## src/rtl/grf_bypass.sv

```systemverilog
// 32x32 GPR file with W->D write-through bypass and a per-register pending-writer scoreboard.
// Reads/Busy are combinational (0 cycles), state updates on clk; no backpressure, every cycle is accepted.
module grf_bypass (
    input  logic        clk,
    input  logic        reset,
    input  logic [4:0]  A1,
    input  logic [4:0]  A2,
    output logic [31:0] RD1,
    output logic [31:0] RD2,
    input  logic        WE,
    input  logic [4:0]  A3,
    input  logic [31:0] WD,
    input  logic        SetEn,
    input  logic [4:0]  SetAddr,
    output logic        Busy1,
    output logic        Busy2
);

    logic [31:0] r_regs [32];
    logic [1:0]  r_cnt  [32];

    logic w_inc [32];
    logic w_dec [32];

    always_comb begin
        for (int i = 0; i < 32; i++) begin
            w_inc[i] = 1'b0;
            w_dec[i] = 1'b0;
            if (i != 0) begin
                w_inc[i] = SetEn && (SetAddr == 5'(i));
                w_dec[i] = WE && (A3 == 5'(i));
            end
        end
    end

    always_ff @(posedge clk) begin
        if (!reset) begin
            for (int i = 0; i < 32; i++) begin
                r_regs[i] <= 32'd0;
                r_cnt[i]  <= 2'd0;
            end
        end else begin
            if (WE && (A3 != 5'd0)) begin
                r_regs[A3] <= WD;
            end
            // Simultaneous issue and retire of the same register cancel out.
            for (int i = 1; i < 32; i++) begin
                if (w_inc[i] && !w_dec[i] && (r_cnt[i] != 2'd3)) begin
                    r_cnt[i] <= r_cnt[i] + 2'd1;
                end else if (w_dec[i] && !w_inc[i] && (r_cnt[i] != 2'd0)) begin
                    r_cnt[i] <= r_cnt[i] - 2'd1;
                end
            end
        end
    end

    logic w_hit1;
    logic w_hit2;

    assign w_hit1 = WE && (A3 == A1);
    assign w_hit2 = WE && (A3 == A2);

    always_comb begin
        RD1 = 32'd0;
        if (A1 != 5'd0) begin
            RD1 = w_hit1 ? WD : r_regs[A1];
        end
        RD2 = 32'd0;
        if (A2 != 5'd0) begin
            RD2 = w_hit2 ? WD : r_regs[A2];
        end
    end

    // A writer retiring this cycle is covered by the bypass, so it no longer counts as pending.
    assign Busy1 = (A1 != 5'd0) && (r_cnt[A1] > {1'b0, w_hit1});
    assign Busy2 = (A2 != 5'd0) && (r_cnt[A2] > {1'b0, w_hit2});

endmodule

```

## config.mk

```make
export PLATFORM = sky130hd
export DESIGN_NAME = grf_bypass
export DESIGN_NICKNAME = d
export VERILOG_FILES = /design/src/rtl/grf_bypass.sv
export SDC_FILE = /design/constraint.sdc
export NUM_CORES = 2
export LEC_CHECK = 0
export CAP_MARGIN = 30
export CORE_ASPECT_RATIO = 2
export CORE_UTILIZATION = 40
export DETAILED_ROUTE_END_ITERATION = 16
export PLACE_DENSITY_LB_ADDON = 0.2
export SYNTH_ARGS = -nofsm -noshare
export SYNTH_HDL_FRONTEND = slang
export SYNTH_SLANG_ARGS = --single-unit
```

## constraint.sdc

```tcl
create_clock -name clk -period 4.85 [get_ports clk]
set_input_delay 0.485 -clock clk [delete_from_list [all_inputs] [get_ports clk]]
set_output_delay 0.485 -clock clk [all_outputs]
set_load 0.01 [all_outputs]
```

==> qor.log <==
[critical_path] worst reg2reg setup slack 2870 ps
[critical_path] beginning of the worst register-to-register path r_cnt[9][1]
[power_and_ir_drop] static power due to leakage 0.0234 uW
[critical_path] Setup Crit Path Kind in -> out
[critical_path] Arrival @ worst endpoint 3790 ps
[global_route] grt total ovfl 0
[placed_design] Placer Congestion 0.864
[floorplan] starting density of the core 40.4%
[floorplan] placement row count 200
[hold_path] worst hold path type in -> reg
[synth] post-synth cell types 68
[clock_tree] clock tree from TritonCTS built
[run] max-cap violations 0
[route] via count 41500
[route] vias per std cell 6.63
[route] overall routed net length 241 mm
[synth] proportion of synthesized chip area in sequential cells 54.4%
[clock_tree] Clock Sinks 1086
[critical_path] capturing element type of the critical path output pin
[power_and_ir_drop] maximum resistive drop on vdd 0.269 mV
[timing] Max transition margin 28.2%
[route] violation count after the first detailed-routing iteration 5822
[floorplan] width of the chip 276 um
[timing] setup repair after global routing missed its margin false
[synth] fraction of synthesis flops using an asynchronous set or reset pin 0%
[synth] gate count after technology mapping 4231
[critical_path] worst setup path start A2[0]
[clock_tree] clock transition at the register clock pins on the worst setup and hold paths after CTS 70 ps
[clock_tree] H-tree depth 3
[synth] proportion of synthesized area in mux cells 21.8%
[route] iteration count of the initial detailed-routing pass 6
[placed_design] count of buffers inserted at the top-level ports 121
[synth] most common flop cell mapped by yosys sky130_fd_sc_hd__edfxtp_1
[synth] synthesized-area fraction occupied by ao, oa, aoi and oai cells 6.14%
[synth] dominant combinational cell family by area after synthesis multiplexers
[layout] post-route standard cell area excluding fillers 67600 um^2
[timing] final hold violations 0
[floorplan] core outline area 149000 um^2
[synth] mean post-synth cell area 14.2 um^2
[synth] adder-cell share of the synthesized area 0.0834%
[clock_tree] clock latency reported for the late side of the worst-skew pair 710 ps
[timing] total of endpoints with negative setup slack in the final report 0
[layout] Total Nets Final 4318
[clock_tree] cts bufs inserted 102
[synth] cell area after synthesis 60000 um^2
[clock_tree] number of hold buffers added after CTS 0
[floorplan] vertical die dimension 550 um
[synth] number of warnings reported in the yosys synthesis log 0
[clock_tree] Clock Root Buffer sky130_fd_sc_hd__clkbuf_16
[synth] synthesis-stage register bit count 1086
[layout] Layout area overhead 12.8%
[timing] Final Cycle Share 88.2%
[route] residual DRC count 0
[global_route] total track usage 31.8%
[synth] Post-synth EDFFs 1086
[status] run status finished clean
[timing] Final TNS setup 0 ps
[floorplan] number of ports placed on the die boundary 122
[timing] Max Clk Rate 0.234 GHz
[synth] area fraction in and, or, nand and nor cells after synthesis 13.9%
[power_and_ir_drop] total power density per cell area 334 nW/um^2
[timing] transition time at the pin with the least slew margin 1070 ps
[global_route] initial antenna violation count 31
[clock_tree] count of instances resized after the clock tree is built 0
[global_route] wire length of the first global-routing pass 329 mm
[placed_design] DPL Wire Length 141 mm
[layout] final-layout fill cell count 13200
[route] remaining antenna violation count after routing 0
[placed_design] post-placement cell area 64400 um^2
[hold_path] start point of the worst hold path reset
[clock_tree] maximum number of buffers from clock root to sink 3
[critical_path] maximum fanout encountered on the critical timing path 39
[layout] proportion of layout cells with a drive suffix above 1 21.3%
[floorplan] area of the die 152000 um^2
[critical_path] data required time of the worst path 4370 ps
[timing] final critical delay including setup and external delays 4280 ps
[critical_path] sort of element at the start of the critical path primary input
[global_route] number of global-route vias before repair 41800
[synth] xor/xnor share of the synthesized area 0.336%
[timing] final slew viol count 0
[route] wire per inst 38.5 um
[clock_tree] Setup Fix Bufs, Post-CTS 0
[global_route] pin count of the biggest net entering global routing 71
[timing] Post-Route Skew 17.0 ps
kinds of logic (layout without fill, tap and decap cells):
kind of cell,Yosys count,count (layout)
AOI/OAI and AO/OA,518,518
xor gates and xnor gates,23,23
buffers and inverters,445,518
other,1,42
and+or+nand+nor,1430,1430
muxes,724,724
adders and majority gates,4,4
DFF,1086,1086
cells in the final DEF, fill, tap and decap left out, drive strengths merged, types with 32 or more instances in the layout:
cell type / n
nand2: 115
edfxtp: 1086
nor3: 50
a21oi: 75
clkinv: 49
clkdlybuf4s50: 112
clkbuf: 118
conb: 32
and2: 1007
nor2: 124
mux4: 465
nand2b: 34
a22oi: 126
buf: 218
o21ai: 46
o22ai: 80
mux2i: 253
metal layers:
layer	track usage (%)	share of wire [%]
met5	0	0.020
met4	21.4	8.1
met3	5.27	8.9
met2	54.0	50
met1	36.5	33
area by class of cell:
type                            count  area (um^2)  area share (%)
Antenna cell                       10         25.0          0.0370
Clock buffer                      118         2660            3.92
Clock inverter                     63          603           0.891
Inverter                            7         27.5          0.0407
Multi-Input combinational cell   2731        25800            38.2
Sequential cell                  1086        32600            48.2
Tap cell                         1919         2400            3.55
Timing Repair Buffer              330         3510            5.18
cells in the mapped netlist, types with 8 or more instances:
| library cell | count | area share, % |
|---|---|---|
| sky130_fd_sc_hd__a21oi_1 | 75 | 0.63 |
| sky130_fd_sc_hd__nand2b_1 | 34 | 0.35 |
| sky130_fd_sc_hd__buf_4 | 32 | 0.40 |
| sky130_fd_sc_hd__a22oi_1 | 126 | 1.6 |
| sky130_fd_sc_hd__buf_6 | 9 | 0.17 |
| sky130_fd_sc_hd__mux2i_1 | 253 | 4.2 |
| sky130_fd_sc_hd__clkbuf_1 | 275 | 1.7 |
| sky130_fd_sc_hd__xor2_1 | 15 | 0.22 |
| sky130_fd_sc_hd__o211ai_1 | 22 | 0.28 |
| sky130_fd_sc_hd__a221oi_1 | 8 | 0.12 |
| sky130_fd_sc_hd__nor2b_1 | 19 | 0.20 |
| sky130_fd_sc_hd__xnor2_1 | 8 | 0.12 |
| sky130_fd_sc_hd__a32o_1 | 31 | 0.52 |
| sky130_fd_sc_hd__a2111oi_0 | 8 | 0.12 |
| sky130_fd_sc_hd__edfxtp_1 | 1086 | 54 |
| sky130_fd_sc_hd__o21ai_0 | 44 | 0.37 |
| sky130_fd_sc_hd__buf_2 | 113 | 0.94 |
| sky130_fd_sc_hd__a211o_1 | 12 | 0.18 |
| sky130_fd_sc_hd__nor2_1 | 124 | 0.78 |
| sky130_fd_sc_hd__nor3_1 | 45 | 0.38 |
| sky130_fd_sc_hd__buf_1 | 9 | 0.056 |
| sky130_fd_sc_hd__or2_2 | 9 | 0.094 |
| sky130_fd_sc_hd__a31oi_1 | 15 | 0.16 |
| sky130_fd_sc_hd__o22ai_1 | 80 | 0.83 |
| sky130_fd_sc_hd__nand3_1 | 21 | 0.18 |
| sky130_fd_sc_hd__mux4_2 | 465 | 17 |
| sky130_fd_sc_hd__nand3b_1 | 20 | 0.25 |
| sky130_fd_sc_hd__a22o_1 | 20 | 0.29 |
| sky130_fd_sc_hd__a21o_1 | 11 | 0.14 |
| sky130_fd_sc_hd__o221ai_1 | 11 | 0.16 |
| sky130_fd_sc_hd__nand2_1 | 115 | 0.72 |
| sky130_fd_sc_hd__and2_1 | 1005 | 10 |
| sky130_fd_sc_hd__o21a_1 | 10 | 0.13 |
sequential cells by signal, indices dropped and copies added, names as in the netlist:
| register | cells |
|---|---|
| r_regs | 1024 |
| r_cnt | 62 |
power by group:
part	switching, uW	total (uW)	leakage (uW)	internal [uW]
clock	3740	8230	0.00159	4490
sequential	303	11200	0.0104	10800
combinational	1890	3240	0.0114	1350
total	5930	22600	0.0234	16700
worst max-delay path, cell delays in order:
cell	delay (ps)
sky130_fd_sc_hd__buf_8	380
sky130_fd_sc_hd__buf_12	300
sky130_fd_sc_hd__buf_4	350
sky130_fd_sc_hd__mux4_2	550
sky130_fd_sc_hd__mux2i_1	350
sky130_fd_sc_hd__nand2_1	180
sky130_fd_sc_hd__o2111ai_1	250
sky130_fd_sc_hd__a31oi_1	310
sky130_fd_sc_hd__clkdlybuf4s50_1	560
path summary, 6_finish.rpt:
path | end | cells past startpoint
min reg2reg | r_cnt[12][0] | 1
max reg2reg | r_cnt[9][1] | 3
max | RD2[26] | 9
min | r_cnt[13][0] | 2
through the flow:
stage	std cells	util, %	total power (uW)	hold slack [ps]	setup WS [ps]
floorplan	4262	-	13100	593	941
global placement	6069	43.3	14500	626	499
detailed placement	6072	43.3	14500	639	590
CTS	6253	45.5	22600	399	578
global route	6255	45.5	23100	444	501
finish	6264	45.5	22600	428	572
Power figures use the tool's default switching activity.
